$ cat config.mk
export PLATFORM = sky130hd
export DESIGN_NAME = key_debounce_capture
export DESIGN_NICKNAME = d
export VERILOG_FILES = /design/src/rtl/key_debounce_capture.sv
export SDC_FILE = /design/constraint.sdc
export NUM_CORES = 1
export LEC_CHECK = 0
export BUFFER_PORTS_ARGS = -buffer_cell sky130_fd_sc_hd__buf_4
export CAP_MARGIN = 10
export CORE_MARGIN = 4
export CORE_UTILIZATION = 30
export CTS_BUF_LIST = sky130_fd_sc_hd__clkbuf_2 sky130_fd_sc_hd__clkbuf_4 sky130_fd_sc_hd__clkbuf_8
export CTS_CLUSTER_DIAMETER = 40
export DETAILED_ROUTE_END_ITERATION = 8
export HOLD_SLACK_MARGIN = 0.08
export PLACE_DENSITY = 0.57
export SLEW_MARGIN = 20
export SYNTH_ARGS = -nofsm -noshare
export SYNTH_HDL_FRONTEND = slang
export SYNTH_SLANG_ARGS = --single-unit
$ cat constraint.sdc
create_clock -name clk_0 -period 2.5 [get_ports clk_0]
set_input_delay 0 -clock clk_0 [delete_from_list [all_inputs] [get_ports clk_0]]
set_output_delay 0 -clock clk_0 [all_outputs]
set_load 0.02 [all_outputs]
$ cat src/rtl/key_debounce_capture.sv
// N-key push-button conditioner: 2-flop sync, per-key debounce, press capture, maskable irq.
// Define KEY_RELEASE_CAPTURE_EN to add the W1C release-capture register at address 3.
module key_debounce_capture #(
  parameter int unsigned NUM_KEYS        = 4,
  parameter int unsigned DEBOUNCE_CYCLES = 1000000,
  parameter int unsigned CNT_WIDTH       = 20,
  parameter int unsigned ACTIVE_LOW      = 1
) (
  input  logic                clk_0,
  input  logic                reset,
  input  logic [NUM_KEYS-1:0] key_in,
  input  logic [1:0]          address,
  input  logic                read,
  input  logic                write,
  input  logic [31:0]         writedata,
  output logic [31:0]         readdata,
  output logic                irq,
  output logic [NUM_KEYS-1:0] key_level
);

  localparam logic [NUM_KEYS-1:0]  IDLE_RAW = (ACTIVE_LOW != 0) ? '1 : '0;
  localparam logic [CNT_WIDTH-1:0] CNT_LAST = CNT_WIDTH'(DEBOUNCE_CYCLES - 1);

  logic [NUM_KEYS-1:0]  sync1_q, sync1_d;
  logic [NUM_KEYS-1:0]  sync2_q, sync2_d;
  logic [NUM_KEYS-1:0]  sync_lvl;
  logic [NUM_KEYS-1:0]  level_q, level_d;
  logic [CNT_WIDTH-1:0] cnt_q [NUM_KEYS];
  logic [CNT_WIDTH-1:0] cnt_d [NUM_KEYS];
  logic [NUM_KEYS-1:0]  mask_q, mask_d;
  logic [NUM_KEYS-1:0]  capture_q, capture_d;
  logic [31:0]          readdata_q, readdata_d;
  logic                 irq_q, irq_d;
  logic [NUM_KEYS-1:0]  wd_keys;
  logic [NUM_KEYS-1:0]  cap_clr;
  logic [31:0]          rd_val;
  logic                 unused_wdata;
`ifdef KEY_RELEASE_CAPTURE_EN
  logic [NUM_KEYS-1:0]  release_q, release_d;
  logic [NUM_KEYS-1:0]  rel_clr;
`endif

  always_comb begin
    sync1_d  = key_in;
    sync2_d  = sync1_q;
    sync_lvl = (ACTIVE_LOW != 0) ? ~sync2_q : sync2_q;

    // Any sample matching the accepted level restarts the count.
    level_d = level_q;
    for (int unsigned k = 0; k < NUM_KEYS; k++) begin
      cnt_d[k] = '0;
      if (sync_lvl[k] != level_q[k]) begin
        if (cnt_q[k] == CNT_LAST) begin
          level_d[k] = ~level_q[k];
        end else begin
          cnt_d[k] = cnt_q[k] + CNT_WIDTH'(1);
        end
      end
    end

    wd_keys      = writedata[NUM_KEYS-1:0];
    unused_wdata = ^writedata;
    cap_clr      = (write && (address == 2'd2)) ? wd_keys : '0;
    mask_d       = (write && (address == 2'd1)) ? wd_keys : mask_q;
    // New events are ORed in after the clear so a same-cycle set wins.
    capture_d    = (capture_q & ~cap_clr) | (level_d & ~level_q);

    rd_val = '0;
    case (address)
      2'd0: rd_val[NUM_KEYS-1:0] = level_q;
      2'd1: rd_val[NUM_KEYS-1:0] = mask_q;
      2'd2: rd_val[NUM_KEYS-1:0] = capture_q;
`ifdef KEY_RELEASE_CAPTURE_EN
      2'd3: rd_val[NUM_KEYS-1:0] = release_q;
`endif
      default: rd_val = '0;
    endcase
    readdata_d = read ? rd_val : readdata_q;

`ifdef KEY_RELEASE_CAPTURE_EN
    rel_clr   = (write && (address == 2'd3)) ? wd_keys : '0;
    release_d = (release_q & ~rel_clr) | (~level_d & level_q);
    irq_d     = |((capture_q | release_q) & mask_q);
`else
    irq_d     = |(capture_q & mask_q);
`endif
  end

  always_ff @(posedge clk_0) begin
    if (reset) begin
      sync1_q    <= IDLE_RAW;
      sync2_q    <= IDLE_RAW;
      level_q    <= '0;
      cnt_q      <= '{default: '0};
      mask_q     <= '0;
      capture_q  <= '0;
      readdata_q <= '0;
      irq_q      <= 1'b0;
`ifdef KEY_RELEASE_CAPTURE_EN
      release_q  <= '0;
`endif
    end else begin
      sync1_q    <= sync1_d;
      sync2_q    <= sync2_d;
      level_q    <= level_d;
      cnt_q      <= cnt_d;
      mask_q     <= mask_d;
      capture_q  <= capture_d;
      readdata_q <= readdata_d;
      irq_q      <= irq_d;
`ifdef KEY_RELEASE_CAPTURE_EN
      release_q  <= release_d;
`endif
    end
  end

  assign readdata  = readdata_q;
  assign irq       = irq_q;
  assign key_level = level_q;

endmodule

==> metrics.md <==
| Metric | Value |
|---|---|
| Status | completed |
| Register area share after synthesis | 0.439 |
| First-pass GRT wire length | between 15000 and 20000 um |
| Synthesized instance count | 551 |
| Largest net degree at the start of global routing | 30 |
| PwrDens | slightly above 500 mW/mm2 |
| Commonest non-fill, non-tap cells in the layout | dfxtp_1 (105), nor2_1 (70), a21oi_1 (34) |
| CTS tree | built |
| Peak VDD IR | 212 uV |
| Post-DP HPWL | 6730 um |
| Area leader, netlist | dfxtp_1 |
| Clock sinks | between 100 and 150 |
| I/O pin count | just under 80 |
| #FFs+latches synth | 105 |
| Final period util | 0.807 |
| Total GRT Usage | 0.106 |
| Worst-Margin Slew | 0.572 ns |
| Post-DR vias/cell | 4.72 |
| Initial antenna violation count | 0 |
| Rel. slew slack | 0.618 |
| Worst min path class | in -> reg |
| Ys flop type | dfxtp_1 |
| Highest net fanout along the worst path | 10 |
| H-tree levels | 3 |
| Num rows | 45 |
| Worst-Skew Late Latency | between 0.3 and 0.4 ns |
| Synth Cell Area | 0.00479 mm2 |
| DIE AREA | ~0.018 mm2 |
| CP Launch Type | flip-flop |
| Minimum clock period | 2.02 ns |
| Post-route ant nets | 0 |
| Share of cells above drive strength 1 | 0.0951 |
| Post-synth ARST share | 0 |
| DRC violations left | 0 |
| Worst path required time | ~2.8 ns |
| Layout area overhead | 12.7% |
| Die Y | between 100 and 150 um |
| Synth top area cells | dfxtp_1 (44%), nor2_1 (5.5%), xor2_1 (4.8%) |
| CP Class | reg -> reg |
| DP Area | 0.00506 mm2 |
| Commonest non-fill, non-tap cell in the layout | dfxtp_1 |
| GRT overflow | 0 |
| Cell variety after synth | 51 |
| Final Hold Fails | 0 |
| Nets | ~630 |
| CTS clock-pin slew for the worst setup and hold paths | about 0.09 ns |
| Total Power | 2.75 mW |
| Number of synthesized flops with an enable pin | 0 |
| Core Region | 0.0154 mm2 |
| Vias | 3779 |
| Max Clock Freq | just under 0.5 GHz |
| Die W | about 130 um |
| Total CTS buffers | 9 |
| Top-area cell type share of the netlist area | 0.439 |
| Starting density of the core | 0.310 |
| Max Root-Sink Buffers | 2 |
| Setup TNS | 0 ns |
| Setup crit end kind | flip-flop |
| Post-route design area | around 0.0054 mm2 |
| Routed Wire Length | 9490 um |
| Vias in the first global route | 3542 |
| RSZ-0062 raised after global routing | no |
| Max Slew Vio Count | 0 |
| Syn Area/Cell | 8.69 um2 |
| PortBufs | 22 |
| YS warnings | 0 |
| Root Driver | clkbuf_8 |
| Final setup fails | 0 |
| DRT iter0 DRCs | 266 |
| Final GP Congestion | around 0.77 |
| Setup Skew | approximately 0.005 ns |
| Router iterations before antenna repair | 5 |
| Max capacitance violation total | 0 |
| Leak | around 1.7 nW |
| N_diodes | 0 |
| Critical Path AT | 2.32 ns |
| DR WL/cell | around 12 um |
[metal layers]
| metal | GRT usage | up-vias | routed length, um |
|---|---|---|---|
| met3 | 0.0326 | 9 | 501 |
| met4 | 0.0345 | 0 | 133 |
| met5 | 0 | - | 0 |
| li1 | - | 1940 | - |
| met1 | 0.132 | 1757 | 4460 |
| met2 | 0.175 | 73 | 4400 |
[path summary, 6_finish.rpt]
check,to,start,slack [ns],depth (start not counted)
max reg2reg,cnt_q[17],cnt_q[2],0.48,4
min,capture_q[3],address[0],0.21,5
max,cnt_q[17],cnt_q[2],0.48,4
min reg2reg,sync2_q[0],sync1_q[0],0.41,1
[critical path, stage by stage (launching register included)]
cell and delay [ns]:
dfxtp_1 0.44, nand3_2 0.13, or4_1 0.71, or4_1 0.53
a21oi_1 0.15
[synth_stat cells, types with 4 or more instances]
master      n
buf_2       6
a211oi_1    4
xor2_1     26
inv_1      14
nor4b_1     4
and3_1      7
dfxtp_1   105
clkbuf_1   12
or3_1      16
or2_2      10
o31ai_1    10
and2_1      5
mux2i_1     8
nor2_1     70
xnor2_1    25
nor3b_1     4
nand3_1    30
nand2_1    32
nor3_1     10
nand4_1    18
buf_4      30
ha_1        4
o21ai_0    12
and4_1      5
nor4_1      7
a21oi_1    34
or4_1      12
[registers in the layout (all words and copies together) (netlist names)]
| name | cells |
|---|---|
| capture_q | 4 |
| cnt_q | 80 |
| irq | 1 |
| key_level | 4 |
| mask_q | 4 |
| readdata | 4 |
| sync1_q | 4 |
| sync2_q | 4 |
[where the power goes]
part | leakage [nW] | total [mW] | internal, mW | switching (mW)
logic | 0.795 | 0.141 | 0.0534 | 0.0873
registers | 0.849 | 1.69 | 1.68 | 0.00799
clock network | 0.0863 | 0.917 | 0.375 | 0.542
total | 1.73 | 2.75 | 2.11 | 0.637
[kinds of logic after synthesis]
kind of cell             count (synthesis)  synth area share
AND/OR/NAND/NOR                        244             0.272
flip-flops                             105             0.439
AO/OA/AOI/OAI                           75            0.0938
buffers and inverters                   63            0.0745
XOR/XNOR                                51            0.0933
multiplexers                             8            0.0167
adder cells (fa/ha/maj)                  4            0.0104
other                                    1          0.000783
[cell type report]
class                      instances  area, um2
fill                            1593      10000
multi-input combinational        410       2430
sequential                       105       2100
timing repair buffer              46        390
tap                              211        264
clock buffer                      11        139
inverter                          14       52.6
clock inverter                     3       18.8
[what timing repair did]
item / in CTS / in global routing
resized for setup: 0 / 0
setup buffers: 0 / 0
endpoints found under the hold margin: 25 / 0
hold buffers: 18 / 0
[through the flow]
| step | hold WS [ns] | instances | util | worst slack [ns] |
|---|---|---|---|---|
| 2_1_floorplan | 0.104 | 578 | - | 0.610 |
| 3_3_place_gp | 0.193 | 768 | 0.328 | 0.562 |
| 3_5_place_dp | 0.192 | 768 | 0.328 | 0.516 |
| 4_1_cts | 0.177 | 800 | 0.350 | 0.481 |
| 5_1_grt | 0.226 | 800 | 0.350 | 0.324 |
| 6_report | 0.208 | 800 | 0.350 | 0.483 |
Note: power is estimated with default switching activity, not from simulation.
